--- src/rtl/reg_pipe.sv ---
// Elastic valid/ready pipeline register: depth stages of width-bit data with bubble collapse.
// Optional occupancy counter port `occ` is built when REG_PIPE_OCC_EN is defined.
module reg_pipe #(
    parameter int unsigned width = 8,
    parameter int unsigned depth = 2
) (
    input  logic             clk,
    input  logic             rstn,
    input  logic             clr,
    input  logic             in_valid,
    output logic             in_ready,
    input  logic [width-1:0] din,
    output logic             out_valid,
    input  logic             out_ready,
    output logic [width-1:0] dout
`ifdef REG_PIPE_OCC_EN
    ,
    output logic [$clog2(depth+1)-1:0] occ
`endif
);

    logic [depth-1:0] v;
    logic [width-1:0] d     [depth];
    logic [depth:0]   rdy;
    logic [depth-1:0] src_v;
    logic [width-1:0] src_d [depth];

    // Ready chain runs from the output back to the input; an empty stage is always ready.
    always_comb begin
        rdy        = '0;
        rdy[depth] = out_ready;
        for (int i = int'(depth) - 1; i >= 0; i--) begin
            rdy[i] = !v[i] | rdy[i+1];
        end
    end

    always_comb begin
        src_v    = '0;
        src_v[0] = in_valid;
        src_d[0] = din;
        for (int i = 1; i < int'(depth); i++) begin
            src_v[i] = v[i-1];
            src_d[i] = d[i-1];
        end
    end

    assign in_ready  = rdy[0] & !clr;
    assign out_valid = v[depth-1] & !clr;
    assign dout      = d[depth-1];

    // Data only moves when the source is valid, so empty stages keep their last value.
    always_ff @(posedge clk or negedge rstn) begin
        if (!rstn) begin
            v <= '0;
            for (int i = 0; i < int'(depth); i++) begin
                d[i] <= '0;
            end
        end else if (clr) begin
            v <= '0;
        end else begin
            for (int i = 0; i < int'(depth); i++) begin
                if (rdy[i]) begin
                    v[i] <= src_v[i];
                    if (src_v[i]) begin
                        d[i] <= src_d[i];
                    end
                end
            end
        end
    end

`ifdef REG_PIPE_OCC_EN
    localparam int unsigned OCC_W = $clog2(depth + 1);

    logic in_fire;
    logic out_fire;

    assign in_fire  = in_valid & in_ready;
    assign out_fire = out_valid & out_ready;

    always_ff @(posedge clk or negedge rstn) begin
        if (!rstn) begin
            occ <= '0;
        end else if (clr) begin
            occ <= '0;
        end else if (in_fire && !out_fire) begin
            occ <= occ + OCC_W'(1);
        end else if (out_fire && !in_fire) begin
            occ <= occ - OCC_W'(1);
        end
    end
`endif

endmodule

--- config.mk ---
export PLATFORM = sky130hd
export DESIGN_NAME = reg_pipe
export DESIGN_NICKNAME = d
export VERILOG_FILES = /design/src/rtl/reg_pipe.sv
export SDC_FILE = /design/constraint.sdc
export NUM_CORES = 1
export LEC_CHECK = 0
export BUFFER_PORTS_ARGS = -buffer_cell sky130_fd_sc_hd__buf_2
export CAP_MARGIN = 10
export CORE_MARGIN = 3
export CORE_UTILIZATION = 47
export CTS_BUF_LIST = sky130_fd_sc_hd__clkbuf_4
export DETAILED_ROUTE_END_ITERATION = 16
export GPL_TIMING_DRIVEN = 0
export MAX_ROUTING_LAYER = met4
export PLACE_DENSITY = 0.76
export SLEW_MARGIN = 20
export SYNTH_ARGS = -nofsm -noshare
export SYNTH_HDL_FRONTEND = slang
export SYNTH_SLANG_ARGS = --single-unit
export TNS_END_PERCENT = 100
--- constraint.sdc ---
create_clock -name clk -period 1.55 [get_ports clk]
set_input_delay 0.31 -clock clk [delete_from_list [all_inputs] [get_ports clk]]
set_output_delay 0.31 -clock clk [all_outputs]
set_load 0.01 [all_outputs]
==> results.ini <==
[detailed_routing]
drc=0
vias=468
wl_per_cell_um=11.9
drt_iter0_markers=0
vias_per_cell=4.68
ant_nets=0
routed_wl_um=1190
dr.pass1.iters=1

[place]
gp_congestion=0.634
dp.cells=93
port_buffers=22
dp_slack_ps=1.78
hpwlAfterDp_um=896

[worst_setup_path]
critPathCaptureType=flop
r2r-start=v[0]
critPathLaunch=v[0]
crit_required_ps=1720
cp.arrival_ps=1710
path_max_fanout=8
cp-start-kind=flop
criticalPathCategory=flop to flop

[sta]
timing.final.ws_setup_ps=13.9
period_share_pct=99.1
finalSetupViolCount=0
rsz0062_at_grt=yes
worst_pin_slew_ps=382
fin_crit_ps=1540
finClkSkew_ps=6.83
slew_viol_final=0
max_freq_mhz=651
slew_headroom_pct=74.6
fin_setup_tns_ps=0
finalHoldViolCount=0

[cts]
htreeDepth=1
clock_path_buffers=2
cts_tree=built
clkSinkCount=18
cts_root_buffer=clkbuf_4
cts_resized=0
cts_made_buffers=3
clk_pin_slew_ps=100
clkLatencyLatePin_ps=290

[power]
vdd_drop_max_mv=0.737
leakage_nw=0.524
power.density_nw_per_um2=1210
total_power_mw=1.19

[floorplanning]
start_util_pct=51.6
io_pins=23
die_y_um=47.1
core-area_um2=1540
die_area_um2=2220
rows=14
die_x_um=47.1

[synthesis]
avgSynthCellArea_um2=14.5
yosys_warnings=0
synthCells=55
syn-num-nets=68
syn_area_um2=796
ys_types=13
yosys_register_bits=18
seq_area_frac_synth_pct=56.6

[finish]
drive_gt1_share_pct=63.1
final_cell_mix=buf_2 (22), dfrtp_1 (18), buf_4 (11), mux2_4 (8), mux2_2 (8)
insertedDiodeCount=0
area_delta_synth_final_pct=23.3
nFillCells=133
stdcell_count=100
nets=98
final_common_cell=buf_2

[global_route]
grt_max_degree=19
grt_first_pass_wirelength_um=1830
antenna_found_initial=0
grt_overflow=0
grt_usage_pct=12.8
grt_pass1_vias=440

[outcome]
outcome=complete, no violations

[min_path]
hp-class=primary input to flop
holdCritStartpoint=clr

[run]
maxCapViolations=0

==> registers in the layout (all words and copies together), names as in the netlist <==
signal,flops
d,8
v,2
dout,8
==> cells in the mapped netlist <==
master,instances,area share [%]
dfrtp_1,18,57
buf_4,8,7.5
mux2_2,8,11
mux2_4,8,15
nor2_1,4,1.9
inv_1,2,0.94
a211o_1,1,1.1
a21oi_1,1,0.63
and3b_1,1,1.1
buf_6,1,1.4
clkbuf_1,1,0.47
nor2b_1,1,0.79
or3b_1,1,1.1
==> worst max-delay path, stage by stage, from the launching register on <==
cell and delay, ps:
dfrtp_1 410, and3b_1 190, or3b_1 360, buf_6 170, mux2_4 290
==> area by class of cell <==
type | instances | area [um^2] | share of cell area [%]
multi-input cells | 25 | 263 | 26.8
flip-flops and latches | 18 | 450 | 45.9
plain buffers | 9 | 71.3 | 7.27
inverters | 2 | 7.51 | 0.765
clock buffers | 3 | 22.5 | 2.30
clock inverters | 1 | 3.75 | 0.383
repair buffers | 26 | 143 | 14.5
well taps | 16 | 20.0 | 2.04
==> through the flow <==
| stage | hold slack [ps] | utilization (%) | area (um^2) |
|---|---|---|---|
| 2_1_floorplan | 14.4 | - | 796 |
| 3_3_place_gp | 253 | 60.1 | 926 |
| 3_5_place_dp | 252 | 60.1 | 926 |
| 4_1_cts | 235 | 63.4 | 977 |
| 5_1_grt | 227 | 63.6 | 981 |
| 6_report | 239 | 63.6 | 981 |
==> report_power, final <==
group          internal, mW  leakage [nW]  switching [mW]
clock network        0.0935        0.0154           0.132
registers             0.566         0.215          0.0453
logic                 0.231         0.293           0.119
total                 0.891         0.524           0.296
==> worst paths after layout <==
kind / end / cells after the start / slack, ps
min: v[1] / 2 / 240
min reg2reg: dout[4] / 1 / 510
max reg2reg: d[8] / 4 / 10
max: d[8] / 4 / 10
max in group asynchronous: d[12] / 2 / 800
min in group asynchronous: d[10] / 2 / 470
==> timing repair <==
item | CTS | global route
hold buffers | 1 | 0
setup buffers | 2 | 1
endpoints found under the hold margin | 18 | 0
pin swaps | 1 | 0
endpoints found under the setup margin | 6 | 10
==> routing by layer <==
metal	GRT usage, %	routed length, um	vias to the layer above
li1	-	-	233
met1	14.4	541	219
met2	19.8	562	16
met3	6.90	87	0
met4	3.31	0	0
met5	-	0	-
==> cells by family (layout without fill, tap and decap cells) <==
family	after synthesis	in the layout	share of synthesized area (%)
simple gates	7	7	4.87
compound gates	2	2	1.73
buf+inv	12	41	10.4
mux	16	16	26.4
flops	18	18	56.6
(Power assumes the default switching activity.)
